==> src/rtl/modem_tx_pkg.sv <==
// Shared types and constants for the modem TX scheduler.
package modem_tx_pkg;

    localparam int unsigned BYTE_W   = 8;
    localparam int unsigned RATE_W   = 16;
    localparam int unsigned STALL_W  = 16;
    localparam int unsigned CREDIT_W = 8;

    localparam logic [BYTE_W-1:0] COBS_DELIM = 8'h00;

    typedef enum logic [1:0] {
        ST_IDLE    = 2'd0,
        ST_FRAME   = 2'd1,
        ST_ABORT   = 2'd2,
        ST_DISCARD = 2'd3
    } state_t;

    // Output holding register payload
    typedef struct packed {
        logic [BYTE_W-1:0] data;
        logic              valid;
    } tx_byte_t;

endpackage

==> src/rtl/modem_tx_credit.sv <==
// Phase accumulator feeding a saturating byte-credit bucket.
module modem_tx_credit
    import modem_tx_pkg::*;
#(
    parameter int unsigned CREDIT_MAX = 8
) (
    input  logic              clk,
    input  logic              rst_n,
    input  logic [RATE_W-1:0] irate_inc,
    input  logic              consume,
    output logic              credit_ok
);

    logic [RATE_W-1:0]   phase_q;
    logic [RATE_W:0]     phase_sum;
    logic [CREDIT_W-1:0] credit_q;
    logic [CREDIT_W-1:0] credit_d;
    logic                carry;
    logic                paced;
    logic                take;

    assign phase_sum = {1'b0, phase_q} + {1'b0, irate_inc};
    assign carry     = phase_sum[RATE_W];
    assign paced     = (irate_inc != '0);
    // Consumption is ignored when unpaced and can never go below zero
    assign take      = consume && paced && (credit_q != '0);
    assign credit_ok = !paced || (credit_q != '0);

    always_comb begin
        credit_d = credit_q;
        if (carry && !take) begin
            if (credit_q >= CREDIT_W'(CREDIT_MAX)) begin
                credit_d = CREDIT_W'(CREDIT_MAX);
            end else begin
                credit_d = credit_q + CREDIT_W'(1);
            end
        end else if (!carry && take) begin
            credit_d = credit_q - CREDIT_W'(1);
        end
    end

    always_ff @(posedge clk or negedge rst_n) begin
        if (!rst_n) begin
            phase_q  <= '0;
            credit_q <= '0;
        end else begin
            phase_q  <= phase_sum[RATE_W-1:0];
            credit_q <= credit_d;
        end
    end

endmodule

==> src/rtl/modem_tx_sched.sv <==
// Paces COBS frame bytes onto the modem TX stream, fills idle time with
// delimiters, pauses at frame boundaries and aborts stalled frames.
module modem_tx_sched
    import modem_tx_pkg::*;
#(
    parameter int unsigned IDLE_FILL     = 1,
    parameter int unsigned STALL_TIMEOUT = 4096,
    parameter int unsigned CREDIT_MAX    = 8,
    parameter int unsigned CNT_W         = 16
) (
    input  logic              iclk_h,
    input  logic              irst_h,
    input  logic [BYTE_W-1:0] s_axis_tdata,
    input  logic              s_axis_tvalid,
    output logic              s_axis_tready,
    output logic [BYTE_W-1:0] m_axis_tdata,
    output logic              m_axis_tvalid,
    input  logic              m_axis_tready,
    input  logic              ienable,
    input  logic              ipause,
    input  logic [RATE_W-1:0] irate_inc,
    output logic [CNT_W-1:0]  oframes_sent,
    output logic [CNT_W-1:0]  oframes_aborted,
    output logic [1:0]        ostate,
    output logic              oin_frame
);

    localparam bit               FILL_EN   = (IDLE_FILL != 0);
    localparam logic [STALL_W-1:0] STALL_LAST = STALL_W'(STALL_TIMEOUT - 1);

    state_t              state_q;
    state_t              state_d;
    tx_byte_t            hold_q;
    logic                pause_meta;
    logic                pause_s;
    logic [STALL_W-1:0]  stall_q;
    logic [CNT_W-1:0]    sent_q;
    logic [CNT_W-1:0]    aborted_q;

    logic                credit_ok;
    logic                slot_free;
    logic                can_issue;
    logic                fill_ok;
    logic                s_ready;
    logic                accept;
    logic                is_delim;
    logic                load;
    logic [BYTE_W-1:0]   load_byte;
    logic                sent_inc;
    logic                abort_inc;
    logic                stall_clr;
    logic                stall_inc;

    // Far-end congestion arrives asynchronously
    always_ff @(posedge iclk_h or negedge irst_h) begin
        if (!irst_h) begin
            pause_meta <= 1'b0;
            pause_s    <= 1'b0;
        end else begin
            pause_meta <= ipause;
            pause_s    <= pause_meta;
        end
    end

    modem_tx_credit #(
        .CREDIT_MAX (CREDIT_MAX)
    ) u_credit (
        .clk       (iclk_h),
        .rst_n     (irst_h),
        .irate_inc (irate_inc),
        .consume   (load),
        .credit_ok (credit_ok)
    );

    assign slot_free = !hold_q.valid || m_axis_tready;
    assign can_issue = slot_free && credit_ok;
    assign fill_ok   = FILL_EN && ienable && can_issue;
    assign accept    = s_axis_tvalid && s_ready;
    assign is_delim  = (s_axis_tdata == COBS_DELIM);

    always_ff @(posedge iclk_h or negedge irst_h) begin
        if (!irst_h) begin
            state_q <= ST_IDLE;
        end else begin
            state_q <= state_d;
        end
    end

    always_comb begin
        state_d = state_q;
        case (state_q)
            ST_IDLE: begin
                if (accept && !is_delim) begin
                    state_d = ST_FRAME;
                end
            end
            ST_FRAME: begin
                if (accept && is_delim) begin
                    state_d = ST_IDLE;
                end else if (!s_axis_tvalid && (stall_q == STALL_LAST)) begin
                    state_d = ST_ABORT;
                end
            end
            ST_ABORT: begin
                if (can_issue) begin
                    state_d = ST_DISCARD;
                end
            end
            ST_DISCARD: begin
                if (accept && is_delim) begin
                    state_d = ST_IDLE;
                end
            end
            default: state_d = ST_IDLE;
        endcase
    end

    // Per-state handshake, holding-register load and bookkeeping strobes
    always_comb begin
        s_ready   = 1'b0;
        load      = 1'b0;
        load_byte = COBS_DELIM;
        sent_inc  = 1'b0;
        abort_inc = 1'b0;
        stall_clr = 1'b0;
        stall_inc = 1'b0;
        case (state_q)
            ST_IDLE: begin
                s_ready = can_issue && ienable && !pause_s;
                if (s_axis_tvalid && s_ready) begin
                    load      = 1'b1;
                    load_byte = s_axis_tdata;
                    stall_clr = 1'b1;
                end else if (fill_ok) begin
                    load = 1'b1;
                end
            end
            ST_FRAME: begin
                s_ready = can_issue;
                if (s_axis_tvalid && s_ready) begin
                    load      = 1'b1;
                    load_byte = s_axis_tdata;
                    stall_clr = 1'b1;
                    sent_inc  = is_delim;
                end else if (!s_axis_tvalid) begin
                    stall_inc = 1'b1;
                end
            end
            ST_ABORT: begin
                if (can_issue) begin
                    load      = 1'b1;
                    abort_inc = 1'b1;
                end
            end
            ST_DISCARD: begin
                s_ready = 1'b1;
                load    = fill_ok;
            end
            default: ;
        endcase
    end

    assign s_axis_tready = s_ready;

    // Holding register: data stays put until the modem takes it
    always_ff @(posedge iclk_h or negedge irst_h) begin
        if (!irst_h) begin
            hold_q <= '0;
        end else if (load) begin
            hold_q.data  <= load_byte;
            hold_q.valid <= 1'b1;
        end else if (m_axis_tready) begin
            hold_q.valid <= 1'b0;
        end
    end

    always_ff @(posedge iclk_h or negedge irst_h) begin
        if (!irst_h) begin
            stall_q <= '0;
        end else if (stall_clr) begin
            stall_q <= '0;
        end else if (stall_inc && (stall_q != STALL_LAST)) begin
            stall_q <= stall_q + STALL_W'(1);
        end
    end

    always_ff @(posedge iclk_h or negedge irst_h) begin
        if (!irst_h) begin
            sent_q    <= '0;
            aborted_q <= '0;
        end else begin
            if (sent_inc) begin
                sent_q <= sent_q + CNT_W'(1);
            end
            if (abort_inc) begin
                aborted_q <= aborted_q + CNT_W'(1);
            end
        end
    end

    assign m_axis_tdata    = hold_q.data;
    assign m_axis_tvalid   = hold_q.valid;
    assign oframes_sent    = sent_q;
    assign oframes_aborted = aborted_q;
    assign ostate          = state_q;
    assign oin_frame       = (state_q == ST_FRAME);

endmodule

==> config.mk <==
export PLATFORM = sky130hd
export DESIGN_NAME = modem_tx_sched
export DESIGN_NICKNAME = d
export VERILOG_FILES = /design/src/rtl/modem_tx_pkg.sv /design/src/rtl/modem_tx_credit.sv /design/src/rtl/modem_tx_sched.sv
export SDC_FILE = /design/constraint.sdc
export NUM_CORES = 1
export LEC_CHECK = 0
export ABC_AREA = 1
export CAP_MARGIN = 20
export CORE_UTILIZATION = 50
export DETAILED_ROUTE_END_ITERATION = 10
export PLACE_DENSITY = 0.75
export SKIP_LAST_GASP = 1
export SYNTH_ARGS = -nofsm -noshare
export SYNTH_HDL_FRONTEND = slang
export SYNTH_SLANG_ARGS = --single-unit
==> constraint.sdc <==
create_clock -name iclk_h -period 3.5 [get_ports iclk_h]
set_input_delay 0.525 -clock iclk_h [delete_from_list [all_inputs] [get_ports iclk_h]]
set_output_delay 0.525 -clock iclk_h [all_outputs]
set_load 0.02 [all_outputs]
==> impl_metrics.toml, run 1 <==
[routing]
vias_per_cell = 5.137
drt-total-wl_microns = 10100
firstDrtPassIters = 5
post_drt_wl_per_cell_microns = 13.14
routed-via-count = 3950
detailedRoute.firstIterationViolations = 198
detail-route-antenna-nets = 0
route.detailed.drc = 0

[critical_path]
worst-setup-path-type = "in2out"
timing.critical_path.to_type = "output port"
crit_path_cell_trace = "clkdlybuf4s50_1 -> nor2_1 -> nand2_1 -> nor2_1 -> nand2_1 -> nand2_4 -> nand3_1 -> nand3_1 -> clkdlybuf4s50_1"
crit_required_ps = 2970
cp_top_family = "buffers and inverters"
cp_slowest_cell = "sky130_fd_sc_hd__clkdlybuf4s50_1"
timing.rr.end = "u_credit.credit_q[4]$_DFFE_PN0P_"
worst_r2r_startpoint = "u_credit.credit_q[0]$_DFFE_PN0P_"
timing.reg2reg.setup_slack_ps = 730
critPathMaxFanout = 4
crit_path_start = "irate_inc[1]"
critPathMaxStageDelay_ps = 630
path_buf_inv = 2
number_of_cells_traversed_by_the_worst_register_to_register_path = 16
worst_setup_path_start_kind = "primary input"
cp_data_arrival_time_ps = 2570

[placement]
globalplace.congestion = 0.9256
place.detailed.instances = 752
hpwlAfterDp_microns = 7513
io_buffers = 74
placement.cell_area_sq_um = 5754

[clock_network]
clk-insertion-delay-late_ps = 350
cts-buffers-inserted = 9
post_cts.resized_instances = 0
clock-sinks = 85
ctsRootBufferMaster = "sky130_fd_sc_hd__clkbuf_8"
tritoncts = "done"
post_cts.repair.setup_buffers = 0
cts_htree_levels = 3
clk_path_buf_depth = 2
postCtsHoldBufs = 0
path_clk_slew_ps = 90

[sta]
total_count_of_max_transition_violations_in_the_final_report = 0
timing_worst_slew_pin_value_ps = 542.6
fin_skew_ps = 13.62
fin_setup_tns_ps = 0
rsz_0062_raised_after_global_routing = "no"
fmaxAchievable_mhz = 322.9
min_period_ps = 3097
final.period_utilization_pct = 88.49
setup_viol_count_final = 0
report.final.hold_viol_count = 0
relative_slew_slack_pct = 63.69

[floorplanning]
row_count = 35
die_y_microns = 100.3
fp.dieArea_sq_um = 10070
fp.coreArea_sq_um = 9284
die_width_microns = 100.3
top_level_ports = 75
floorplan.initialDensity_pct = 52.09

[layout]
most_frequent_cells_in_the_layout = "104 x sky130_fd_sc_hd__nand2_1, 85 x sky130_fd_sc_hd__dfrtp_1, 73 x sky130_fd_sc_hd__clkdlybuf4s50_1"
register_area_sq_um = 2127
fin_nets = 689
layout_cells_sized_above_1_pct = 9.844
layoutNonFillerInstCount = 769
flow.area_growth_from_synthesis_pct = 24.68
multi_input_comb_area_sq_um = 2446
num-fill-cells = 792
diodes_inserted = 0
postLayoutCellArea_sq_um = 6030
mostFrequentLayoutCell = "sky130_fd_sc_hd__nand2_1"

[status]
status = "finished, final reports clean"

[grt]
groute.layer.met1.usage_pct = 26.25
grt_use_total_pct = 21.18
grt_antenna_before_repair = 0
gr-total-overflow = 0
grt_use_met3_pct = 5.084
grt_pass1_vias = 3803
global_route.usage.met2_pct = 36.56
pin_count_of_the_biggest_net_entering_global_routing = 86
grt_first_pass_wirelength_microns = 16910
gr-max-usage-layer = "met2"

[yosys]
post_synth.cell_area_avg_sq_um = 8.841
predominant_post_synthesis_flop_cell = "sky130_fd_sc_hd__dfrtp_1"
synth_seq_area_share_pct = 43.98
cell_area_after_synthesis_sq_um = 4836
postSynthCellCount = 547
yosysWarnings = 0
synthDistinctLibCells = 42
synth-edff-count = 0
async_set_or_reset_register_ratio_after_synthesis_pct = 100.0
mappedNetlistNets = 601
postSynthRegisterBits = 85

[pwr]
power.density_nw_per_um2 = 715.7
report.power.total_w = 0.004315
power.ir.vdd_worst_mv = 0.4111
total_leakage_power_nw = 2.857

[worst_hold_path]
min-delay-path-class = "in2async"

[run]
timing.max_cap.violations = 0
==> registers in the layout, summed over array words and instances, names as in the netlist, 8 cells and up, named ones only <==
| register | flops |
|---|---|
| oframes_sent | 16 |
| m_axis_tdata | 8 |
| u_credit.credit_q | 8 |
| u_credit.phase_q | 16 |
| oframes_aborted | 16 |
| stall_q | 16 |
==> worst register-to-register path: stages, from the launching register on <==
cell and delay (ps):
sky130_fd_sc_hd__dfrtp_1 420, sky130_fd_sc_hd__inv_1 150, sky130_fd_sc_hd__ha_1 210, sky130_fd_sc_hd__nand3_2 90, sky130_fd_sc_hd__nor2_2 160, sky130_fd_sc_hd__nand2_4 90
sky130_fd_sc_hd__nand2_4 130, sky130_fd_sc_hd__nor2_4 50, sky130_fd_sc_hd__nand2_4 120, sky130_fd_sc_hd__inv_2 70, sky130_fd_sc_hd__nor3_4 190, sky130_fd_sc_hd__inv_2 60
sky130_fd_sc_hd__nand2_1 70, sky130_fd_sc_hd__ha_1 170, sky130_fd_sc_hd__clkinv_1 220, sky130_fd_sc_hd__and3_1 270, sky130_fd_sc_hd__a211oi_1 210
==> metrics by stage <==
| stage | hold slack, ps | utilization, % | setup WS [ps] |
|---|---|---|---|
| global route | 156.9 | 64.95 | 194.4 |
| finish | 143.9 | 64.95 | 402.9 |
| global placement | 374.7 | 61.98 | 241.0 |
| CTS | 399.3 | 64.65 | 429.3 |
| floorplan | 229.4 | - | 539.3 |
| detailed placement | 372.4 | 61.98 | 127.0 |
==> area by class of cell <==
class,instances,share of cell area [%]
Sequential cell,85,35.28
Inverter,67,4.171
Clock inverter,6,1.826
Tap cell,129,2.677
Multi-Input combinational cell,393,40.57
Timing Repair Buffer,79,13.20
Clock buffer,10,2.283
==> logic make-up after synthesis <==
kind of cell / Yosys count / synth area share, %
AO/OA/AOI/OAI: 67 / 7.892
AND/OR/NAND/NOR: 253 / 27.45
flip-flops: 85 / 43.98
adder cells (fa/ha/maj): 24 / 6.365
XOR/XNOR: 49 / 8.874
buffers and inverters: 69 / 5.433
==> power breakdown <==
part           switching (W)  internal [W]
Clock               0.000355      0.000492
Sequential          0.000190       0.00125
Combinational        0.00120      0.000828
==> Yosys cell counts, types with 2 or more instances <==
cell	instances	area, sq um
sky130_fd_sc_hd__a211oi_1	5	37.54
sky130_fd_sc_hd__a21oi_1	28	140.1
sky130_fd_sc_hd__a31oi_1	3	18.77
sky130_fd_sc_hd__dfrtp_1	85	2127
sky130_fd_sc_hd__ha_1	23	287.8
sky130_fd_sc_hd__inv_1	59	221.5
sky130_fd_sc_hd__inv_2	7	26.28
sky130_fd_sc_hd__nand2_1	104	390.4
sky130_fd_sc_hd__nand2_2	2	12.51
sky130_fd_sc_hd__nand2_4	5	56.30
sky130_fd_sc_hd__nand3_1	33	165.2
sky130_fd_sc_hd__nand3_2	4	40.04
sky130_fd_sc_hd__nand3_4	2	35.03
sky130_fd_sc_hd__nand4_1	17	106.4
sky130_fd_sc_hd__nor2_1	43	161.4
sky130_fd_sc_hd__nor2_2	4	25.02
sky130_fd_sc_hd__nor2_4	8	90.09
sky130_fd_sc_hd__nor2_8	2	40.04
sky130_fd_sc_hd__nor3_1	16	80.08
sky130_fd_sc_hd__nor3_2	3	30.03
sky130_fd_sc_hd__nor4_1	4	25.02
sky130_fd_sc_hd__o211ai_1	2	15.01
sky130_fd_sc_hd__o21ai_0	19	95.09
sky130_fd_sc_hd__o21ai_1	4	20.02
sky130_fd_sc_hd__xnor2_1	18	157.7
sky130_fd_sc_hd__xor2_1	31	271.5
==> worst max path at each step <==
stage	cells past startpoint	to	slack [ps]
global placement	15	u_credit.credit_q[4]$_DFFE_PN0P_	240
finish	9	s_axis_tready	400
CTS	9	s_axis_tready	430
global route	15	u_credit.credit_q[4]$_DFFE_PN0P_	190
detailed placement	15	u_credit.credit_q[4]$_DFFE_PN0P_	130
floorplan	15	u_credit.credit_q[4]$_DFFE_PN0P_	540
==> routing by layer <==
| metal | vias to the layer above | share of wire [%] |
|---|---|---|
| met5 | - | 0 |
| met2 | 62 | 51 |
| met3 | 10 | 2.7 |
| met4 | 0 | 1.1 |
| met1 | 1897 | 45 |
| li1 | 1981 | - |
Note: power is estimated with default switching activity, not from simulation.
==> inputs of run 2 (changes only) <==
--- a/config.mk
+++ b/config.mk
@@ -8,6 +8,7 @@
 export ABC_AREA = 1
 export CAP_MARGIN = 20
 export CORE_UTILIZATION = 50
+export CTS_CLUSTER_DIAMETER = 200
 export DETAILED_ROUTE_END_ITERATION = 10
 export PLACE_DENSITY = 0.75
 export SKIP_LAST_GASP = 1
==> results of run 2 <==
Final layout, timing and power as in run 1 (identical DEF).
==> inputs of run 3 (changes only) <==
--- a/config.mk
+++ b/config.mk
@@ -5,12 +5,11 @@
 export SDC_FILE = /design/constraint.sdc
 export NUM_CORES = 1
 export LEC_CHECK = 0
-export ABC_AREA = 1
 export CAP_MARGIN = 20
 export CORE_UTILIZATION = 50
 export CTS_CLUSTER_DIAMETER = 200
 export DETAILED_ROUTE_END_ITERATION = 10
-export PLACE_DENSITY = 0.75
+export PLACE_DENSITY = 0.76
 export SKIP_LAST_GASP = 1
 export SYNTH_ARGS = -nofsm -noshare
 export SYNTH_HDL_FRONTEND = slang
==> impl_metrics.toml, run 3 <==
[sta]
relative_slew_slack_pct = 57.83
fin_setup_tns_ps = 0
setup_viol_count_final = 0
rsz_0062_raised_after_global_routing = "no"
report.final.hold_viol_count = 0
fin_skew_ps = 15.04
total_count_of_max_transition_violations_in_the_final_report = 0
min_period_ps = 3392
final.period_utilization_pct = 96.91
timing_worst_slew_pin_value_ps = 626.8
layout_setup_ws_ps = 108.0
fmaxAchievable_mhz = 294.8

[critical_path]
crit_path_start = "irate_inc[1]"
crit_path_end = "s_axis_tready"
timing.critical_path.to_type = "output port"
crit_cells = 7
number_of_cells_traversed_by_the_worst_register_to_register_path = 12
worst_r2r_startpoint = "u_credit.phase_q[0]$_DFF_PN0_"
worst-setup-path-type = "in2out"
worst_setup_path_start_kind = "primary input"
crit_required_ps = 2970
path_buf_inv = 2
crit_path_cell_trace = "clkdlybuf4s50_1 -> nor4_1 -> nand4_1 -> a41oi_2 -> nor2_1 -> nor2_1 -> clkdlybuf4s50_1"
critPathMaxStageDelay_ps = 620
cp_top_family = "buffers and inverters"
timing.reg2reg.setup_slack_ps = 580
cp_data_arrival_time_ps = 2870
critPathMaxFanout = 3
timing.rr.end = "u_credit.credit_q[7]$_DFFE_PN0P_"
cp_slowest_cell = "sky130_fd_sc_hd__clkdlybuf4s50_1"

[routing]
post_drt_wl_per_cell_microns = 15.07
routed-via-count = 3577
detail-route-antenna-nets = 0
drt-total-wl_microns = 9647
route.detailed.drc = 0
vias_per_cell = 5.589
detailedRoute.firstIterationViolations = 117
firstDrtPassIters = 4

[yosys]
postSynthCellCount = 438
async_set_or_reset_register_ratio_after_synthesis_pct = 100.0
synth_seq_area_share_pct = 46.66
yosys.cell_count.top_type = "sky130_fd_sc_hd__dfrtp_1"
yosysWarnings = 0
synthDistinctLibCells = 62
synth-edff-count = 0
synthDominantAreaCellType = "sky130_fd_sc_hd__dfrtp_1"
synthDominantCellAreaShare_pct = 46.66
postSynthRegisterBits = 85
cell_area_after_synthesis_sq_um = 4558
post_synth.cell_area_avg_sq_um = 10.41
predominant_post_synthesis_flop_cell = "sky130_fd_sc_hd__dfrtp_1"
netlist_top_cells_area = "sky130_fd_sc_hd__dfrtp_1 47%, sky130_fd_sc_hd__ha_1 6.3%, sky130_fd_sc_hd__xnor2_1 5.8%"
mappedNetlistNets = 492
ys_top_cells_by_count = "85 x sky130_fd_sc_hd__dfrtp_1, 45 x sky130_fd_sc_hd__nor2_1, 30 x sky130_fd_sc_hd__xnor2_1"

[layout]
num-fill-cells = 693
most_frequent_cells_in_the_layout = "85 x sky130_fd_sc_hd__dfrtp_1, 73 x sky130_fd_sc_hd__clkdlybuf4s50_1, 45 x sky130_fd_sc_hd__nor2_1"
layout_cells_sized_above_1_pct = 8.835
postLayoutCellArea_sq_um = 5712
fin_nets = 581
diodes_inserted = 0
flow.area_growth_from_synthesis_pct = 25.31
mostFrequentLayoutCell = "sky130_fd_sc_hd__dfrtp_1"

[placement]
pre_cts_slack_ps = -102.0
io_buffers = 74
globalplace.congestion = 0.8039
hpwlAfterDp_microns = 7038
placement.cell_area_sq_um = 5478

[floorplanning]
die_y_microns = 97.48
floorplan.initialDensity_pct = 52.01
fp.coreArea_sq_um = 8763
fp.dieArea_sq_um = 9502
top_level_ports = 75
die_width_microns = 97.48
row_count = 34

[pwr]
report.power.total_w = 0.003589
power.ir.vdd_worst_mv = 0.2554
power.density_nw_per_um2 = 628.3
total_leakage_power_nw = 2.513

[clock_network]
clk-insertion-delay-late_ps = 370
post_cts.resized_instances = 0
tritoncts = "done"
clock-sinks = 85
cts_htree_levels = 3
postCtsHoldBufs = 0
cts-buffers-inserted = 9
path_clk_slew_ps = 90
ctsRootBufferMaster = "sky130_fd_sc_hd__clkbuf_8"
clk_path_buf_depth = 2
post_cts.repair.setup_buffers = 0

[grt]
pin_count_of_the_biggest_net_entering_global_routing = 86
grt_first_pass_wirelength_microns = 16520
grt_pass1_vias = 3611
gr-total-overflow = 0
grt_use_total_pct = 21.40
grt_antenna_before_repair = 0

[worst_hold_path]
min-delay-path-class = "in2async"

[status]
status = "finished, final reports clean"

[run]
timing.max_cap.violations = 0
==> run 3: cell count changes after synthesis, sizes merged, moves of 12 or more <==
cell,change
nor2,-12
inv,-53
xnor2,+12
nand2,-88
a21oi,-12
nand3,-22
==> run 3: kinds of logic after synthesis <==
| group | after synthesis | synth area share (%) |
|---|---|---|
| fa+ha+maj | 24 | 6.753 |
| simple gates | 168 | 20.40 |
| compound gates | 78 | 12.05 |
| xor+xnor | 54 | 10.38 |
| buf+inv | 23 | 2.196 |
| mux | 6 | 1.565 |
| flops | 85 | 46.66 |
==> run 3: layer usage <==
| metal | up-vias | global-route usage [%] | share of wire [%] |
|---|---|---|---|
| li1 | 1754 | - | - |
| met1 | 1744 | 28.47 | 46 |
| met2 | 71 | 35.34 | 48 |
| met3 | 8 | 4.460 | 4.3 |
| met4 | 0 | 6.222 | 0.96 |
| met5 | - | 0 | 0 |
==> run 3: area by class of cell <==
type	instances	area (sq um)	area share (%)
inverter	13	48.80	0.8543
timing repair buffer	88	863.3	15.12
sequential	85	2127	37.24
multi-input combinational	330	2331	40.81
tap	108	135.1	2.366
clock buffer	9	123.9	2.169
clock inverter	7	82.58	1.446
==> run 3: worst min-delay path by stage <==
stage,endpoint,slack [ps]
after floorplan,async pin,230
after global placement,pause_s$_DFF_PN0_,340
after detailed placement,pause_s$_DFF_PN0_,330
after CTS,pause_s$_DFF_PN0_,350
after global routing,u_credit.phase_q[10]$_DFF_PN0_,110
final,u_credit.phase_q[10]$_DFF_PN0_,100
==> run 3: stage by stage <==
step                      std cells  utilization [%]  hold WS [ps]
final                           640            65.18         96.56
after global routing            640            65.18         112.8
after CTS                       639            64.86         354.7
after detailed placement        623            62.51         334.7
after global placement          623            62.51         335.1
after floorplan                 438                -         229.4
==> run 3: where the power goes <==
group	total [W]	internal, W	switching [W]
Sequential	0.00130	0.00118	0.000119
Clock	0.000729	0.000341	0.000388
Combinational	0.00156	0.000745	0.000812
Total	0.00359	0.00227	0.00132
